$ cat src/rtl/regfile_2w.sv
// rtl/regfile_2w.sv - two-write-port register file with PC alias, optional bypass,
// write-collision flag and per-register busy scoreboard.
module regfile_2w #(
  parameter int WIDTH  = 32,
  parameter int NREGS  = 16,
  parameter int AW     = 4,
  parameter int BYPASS = 1
) (
  input  logic             clk,
  input  logic             reset_n,
  input  logic             we4,
  input  logic [AW-1:0]    wa4,
  input  logic [WIDTH-1:0] wd4,
  input  logic             we5,
  input  logic [AW-1:0]    wa5,
  input  logic [WIDTH-1:0] wd5,
  input  logic [AW-1:0]    ra1,
  input  logic [AW-1:0]    ra2,
  input  logic [AW-1:0]    ra3,
  input  logic [WIDTH-1:0] r15,
  output logic [WIDTH-1:0] rd1,
  output logic [WIDTH-1:0] rd2,
  output logic [WIDTH-1:0] rd3,
  input  logic             bset,
  input  logic [AW-1:0]    bsa,
  output logic             busy1,
  output logic             busy2,
  output logic             busy3,
  output logic             wcol
);

  localparam int            NPHYS   = NREGS - 1;
  localparam logic [AW:0]   NPHYS_W = (AW+1)'(NPHYS);
  localparam logic [AW-1:0] PC_IDX  = AW'(NREGS - 1);

  // True only for indices backed by physical storage (excludes PC alias and out-of-range).
  function automatic logic in_phys(input logic [AW-1:0] a);
    return ({1'b0, a} < NPHYS_W);
  endfunction

  logic [WIDTH-1:0] regs_q [NPHYS];
  logic [WIDTH-1:0] regs_d [NPHYS];
  logic [NPHYS-1:0] busy_q;
  logic [NPHYS-1:0] busy_d;
  logic             wcol_q;
  logic             wcol_d;

  logic wr4_ok;
  logic wr5_ok;
  logic bset_ok;

  assign wr4_ok  = we4 && in_phys(wa4);
  assign wr5_ok  = we5 && in_phys(wa5);
  assign bset_ok = bset && in_phys(bsa);

  // Port 5 is applied after port 4 so it wins a collision; bset is applied last so it
  // wins over the write-side busy clear.
  always_comb begin
    regs_d = regs_q;
    busy_d = busy_q;
    wcol_d = wr4_ok && wr5_ok && (wa4 == wa5);
    for (int i = 0; i < NPHYS; i++) begin
      if (wr4_ok && (wa4 == AW'(i))) begin
        regs_d[i] = wd4;
        busy_d[i] = 1'b0;
      end
      if (wr5_ok && (wa5 == AW'(i))) begin
        regs_d[i] = wd5;
        busy_d[i] = 1'b0;
      end
      if (bset_ok && (bsa == AW'(i))) begin
        busy_d[i] = 1'b1;
      end
    end
  end

  always_ff @(posedge clk or negedge reset_n) begin
    if (!reset_n) begin
      for (int i = 0; i < NPHYS; i++) begin
        regs_q[i] <= '0;
      end
      busy_q <= '0;
      wcol_q <= 1'b0;
    end else begin
      for (int i = 0; i < NPHYS; i++) begin
        regs_q[i] <= regs_d[i];
      end
      busy_q <= busy_d;
      wcol_q <= wcol_d;
    end
  end

  assign wcol = wcol_q;

  logic [AW-1:0] ra_v [3];
  assign ra_v[0] = ra1;
  assign ra_v[1] = ra2;
  assign ra_v[2] = ra3;

  for (genvar p = 0; p < 3; p++) begin : g_rd
    logic [WIDTH-1:0] rd_p;
    logic             busy_p;

    always_comb begin
      rd_p   = '0;
      busy_p = 1'b0;
      for (int i = 0; i < NPHYS; i++) begin
        if (ra_v[p] == AW'(i)) begin
          rd_p   = regs_q[i];
          busy_p = busy_q[i];
        end
      end
      if (ra_v[p] == PC_IDX) begin
        rd_p = r15;
      end
      // Forwarding only touches data; busy always reflects the registered scoreboard.
      if ((BYPASS != 0) && in_phys(ra_v[p])) begin
        if (we4 && (wa4 == ra_v[p])) begin
          rd_p = wd4;
        end
        if (we5 && (wa5 == ra_v[p])) begin
          rd_p = wd5;
        end
      end
    end
  end

  assign rd1   = g_rd[0].rd_p;
  assign rd2   = g_rd[1].rd_p;
  assign rd3   = g_rd[2].rd_p;
  assign busy1 = g_rd[0].busy_p;
  assign busy2 = g_rd[1].busy_p;
  assign busy3 = g_rd[2].busy_p;

endmodule

$ cat config.mk
export PLATFORM = sky130hd
export DESIGN_NAME = regfile_2w
export DESIGN_NICKNAME = d
export VERILOG_FILES = /design/src/rtl/regfile_2w.sv
export SDC_FILE = /design/constraint.sdc
export NUM_CORES = 2
export LEC_CHECK = 0
export ABC_AREA = 1
export CORE_AREA = 4 4 265 267
export CTS_CLUSTER_SIZE = 16
export DETAILED_ROUTE_END_ITERATION = 10
export DIE_AREA = 0 0 269 271
export PLACE_DENSITY = 0.75
export SYNTH_ARGS = -nofsm -noshare
export SYNTH_HDL_FRONTEND = slang
export SYNTH_SLANG_ARGS = --single-unit
$ cat constraint.sdc
create_clock -name clk -period 3.6 [get_ports clk]
set_clock_uncertainty 0.1 [all_clocks]
set_input_delay 0.9 -clock clk [delete_from_list [all_inputs] [get_ports clk]]
set_output_delay 0.9 -clock clk [all_outputs]
set_load 0.03 [all_outputs]
==> results.cfg, run 1 <==
[floorplan]
start_util_pct = 55.4
dieHeight_um = 271
num_rows = 96
fp.dieW_um = 269
ios = 225

[grt]
track_usage_pct = 76.7
grt_overflow = 232
grt_max_degree = 87

[placement]
hpwl_mm = 145
gp_congestion = 1.06
io_buffers = 224

[clocking]
cts-root-buf = clkbuf_16
cts-buffers-inserted = 61
hold_buffers = 0
cts_max_path_buffers = 3
cts_htree_levels = 2
cts_sinks = 496

[status]
lastStage = global routing
error = [ERROR GRT-0232] Routing congestion too high. Check the congestion heatmap in the GUI.
status = aborted with a tool error

[yosys]
synth_seq_area_share_pct = 32.9
ys_ff_latch = 496
yosysMostFrequentCell = nand2_1
synth_edf_count = 0
async_reset_ff_share_pct = 100
synth_area_per_cell_um2 = 6.16
ys_warn_count = 0
synth-main-ff-cell = dfrtp_1
synth_common_cells = nand2_1 (1917), nor2_1 (574), nand3_1 (541), dfrtp_1 (496), inv_1 (475)
syn_area_mm2 = 0.0377
synth_area_leaders = dfrtp_1 (33%), nand2_1 (19%), nand3_1 (7.2%)
ys_types = 33
synth_top_area_share_pct = 32.9
synth_area_leader_cell = dfrtp_1
synth_cells = 6127
synthesis.nets = 6252
==> layer usage <==
layer	GRT usage (%)	GRT overflow
met4	59.0	65
met1	83.2	34
met5	42.1	4
met2	87.9	82
met3	67.6	47
==> stage by stage <==
step	setup WS, ps	std cells	instance area, um^2	TNS (ps)	hold slack (ps)
CTS	-466	7561	51600	-33660	110
global placement	-1100	7315	44100	-86320	406
floorplan	96.8	6127	37700	0	380
detailed placement	-1080	7315	44100	-87260	413
==> cell families after synthesis <==
kind of cell | after synthesis | synth area share (%)
AO/OA/AOI/OAI | 1281 | 19.5
buffers and inverters | 1008 | 10.5
flip-flops | 496 | 32.9
AND/OR/NAND/NOR | 3342 | 37.2
==> repair_timing <==
item                       CTS
setup buffers               94
gates cloned                46
pin swaps                  379
resized for setup          980
hold endpoints to repair     0
setup endpoints to repair   99
==> inputs of run 2 (changes only) <==
==> config.mk (replaced) <==
export PLATFORM = sky130hd
export DESIGN_NAME = regfile_2w
export DESIGN_NICKNAME = d
export VERILOG_FILES = /design/src/rtl/regfile_2w.sv
export SDC_FILE = /design/constraint.sdc
export NUM_CORES = 2
export LEC_CHECK = 0
export ABC_AREA = 1
export CORE_AREA = 4 4 313 315
export DETAILED_ROUTE_END_ITERATION = 10
export DIE_AREA = 0 0 317 319
export PLACE_DENSITY_LB_ADDON = 0.15
export SYNTH_ARGS = -nofsm -noshare
export SYNTH_HDL_FRONTEND = slang
export SYNTH_SLANG_ARGS = --single-unit
==> run 2 against run 1 <==
Effect of this change: the flow now finishes, with violations (setup timing); synthesized area unchanged; synthesized cell count did not move.
==> results.cfg, run 2 <==
[job]
max_cap_violations = 0

[worst_setup_path]
cp-start-kind = input port
r2r_start = regs_q[347]$_DFFE_PN0P_
path_cells = buf_12 > buf_6 > nor2_4 > buf_12 > bufbuf_16 > nand3_1 > nand3_1 > nor2_1 > nand4_1 > nand2_1 > nand4_1 > nor2_2 > nand4_1 > nand2_1 > nand2_1 > nand2_1 > nand2_1 > buf_12
critPathMaxStageDelay_ps = 280
critical_path_class = input port to output pin
crit_top_cell = nand2_1
cp_max_fo = 7
crit_start = ra2[2]
crit_arrival_ps = 3230
rrSetupSlack_ps = 2610
required_ps = 2600
cp-end-kind = output pin
reg2regPathDepth = 2
worstReg2RegEnd = regs_q[347]$_DFFE_PN0P_
slowest_stage = bufbuf_16

[yosys]
synth_area_per_cell_um2 = 6.16
synthesis.nets = 6252
synth-main-ff-cell = dfrtp_1
synth_top_area_share_pct = 32.9
ys_types = 33
ys_warn_count = 0
async_reset_ff_share_pct = 100
synth_seq_area_share_pct = 32.9
yosysMostFrequentCell = nand2_1
synth_area_leader_cell = dfrtp_1
synth_common_cells = nand2_1 (1917), nor2_1 (574), nand3_1 (541), dfrtp_1 (496), inv_1 (475)
ys_ff_latch = 496
syn_area_mm2 = 0.0377
synth_edf_count = 0
synth_cells = 6127
synth_area_leaders = dfrtp_1 (33%), nand2_1 (19%), nand3_1 (7.2%)

[min_path]
hold_path.class = input port to async pin

[status]
violations = setup timing
status = complete, but fails checks

[grt]
grt_pass1_vias = 44500
grt_first_pass_wirelength_mm = 309
antenna_found_initial = 0
track_usage_pct = 41.0
grt_max_degree = 65
grt_overflow = 0

[detailed_routing]
drc_errors = 0
wl_per_cell_um = 27.4
first_pass_iters = 6
postRouteAntennaNets = 0
initialDrtViolationCount = 7876
avgViaCountPerCell = 6.13
vias = 49200
wirelength_mm = 220

[clocking]
clk_latency_ps = 680
cts-root-buf = clkbuf_16
cts_htree_levels = 2
cts_sinks = 496
cts-buffers-inserted = 61
cts_max_path_buffers = 3
clk_pin_slew_ps = 60
cts_tree = built

[sta]
setup_viol = 99
max_freq_mhz = 236
rsz0062_at_grt = true
slew_viol_final = 0
fin_crit_ps = 4230
fin_setup_tns_ps = -46300
finalHoldViolCount = 0
slew_headroom_pct = 27.0
timing.final.ws_setup_ps = -631
tightest_slew_ps = 1090
finalCritPeriodShare_pct = 118

[floorplan]
dieHeight_um = 319
die-area_mm2 = 0.101
fp.coreArea_mm2 = 0.0949
start_util_pct = 39.8
ios = 225
num_rows = 113
fp.dieW_um = 317

[power]
cellPowerDensity_mw_per_mm2 = 427
ir_worst_vdd_uv = 400
p_leak_nw = 24.2

[layout]
final_cell_mix = nand2_1 (1743), buf_4 (500), dfrtp_1 (496), inv_1 (455), o21ai_0 (438)
post-route-util_pct = 57.5
final_layout_size_suffix_gt1_share_pct = 25.0
final_nets = 6839
areaGrowthSynthToFinish_pct = 44.6
largest_register_ffs = 480
top_register = regs_q
final.fill_count = 8903
layout_commonest_cell = nand2_1
num_antenna_cells = 0

[placement]
io_buffers = 224
post-place-ws_ps = -1160
hpwl_mm = 158
gp_congestion = 0.979
[run 2: cell counts after synthesis]
Identical to the previous run, type by type.
[run 2: cells by family after synthesis]
group,Yosys count,synth area share (%)
buffers and inverters,1008,10.5
AOI/OAI and AO/OA,1281,19.5
and+or+nand+nor,3342,37.2
DFF,496,32.9
[run 2: layout make-up]
type	count	area (um^2)	area share, %
clock buffer	88	1830	3.35
clock inverter	25	344	0.631
inverter	522	2070	3.79
multi-input combinational	4626	24500	44.8
sequential	496	12400	22.7
tap	1265	1580	2.90
timing repair buffer	1007	11900	21.7
[run 2: how the worst max path moves through the flow]
stage | end | slack, ps | depth (start not counted)
global placement | busy2 | -1120 | 16
CTS | rd1[3] | -500 | 22
finish | rd2[28] | -630 | 18
global route | rd3[29] | -640 | 20
detailed placement | busy2 | -1160 | 16
floorplan | busy2 | 100 | 7
[run 2: routing by layer]
layer,up-vias,track usage (%),part of all wire [%],wire length [um]
met5,-,0,0,0
met2,3702,54.6,39,86000
met1,23400,60.2,41,90600
met4,0,12.0,3.8,8470
met3,545,16.3,16,35300
li1,21600,-,-,-
[run 2: worst max-delay path: cells and delay by family]
family,cells,cell delay [ps]
and+or+nand+nor,13,1540
buffers and inverters,5,790
[run 2: timing repair]
item	in CTS	in global routing
endpoints found under the setup margin	99	99
pin swaps	269	463
buffers inserted	78	54
gates resized for setup	555	512
cloned	40	23
hold buffers	0	0
[run 2: power breakdown]
part / leakage (nW) / internal, W / switching, W
combinational: 17.2 / 0.00304 / 0.00487
clock: 1.06 / 0.00408 / 0.00285
sequential: 6.00 / 0.00694 / 0.00149
[run 2: stage by stage]
stage / total power, W / std cells / hold slack [ps] / instance area (um^2)
2_1_floorplan: 0.0115 / 6127 / 380 / 37700
3_3_place_gp: 0.0150 / 7749 / 403 / 46300
3_5_place_dp: 0.0151 / 7749 / 417 / 46300
4_1_cts: 0.0224 / 7970 / 105 / 51900
5_1_grt: 0.0241 / 8029 / 103 / 54600
6_report: 0.0233 / 8029 / 85.7 / 54600
No activity file was read; power rests on OpenSTA's default activity.
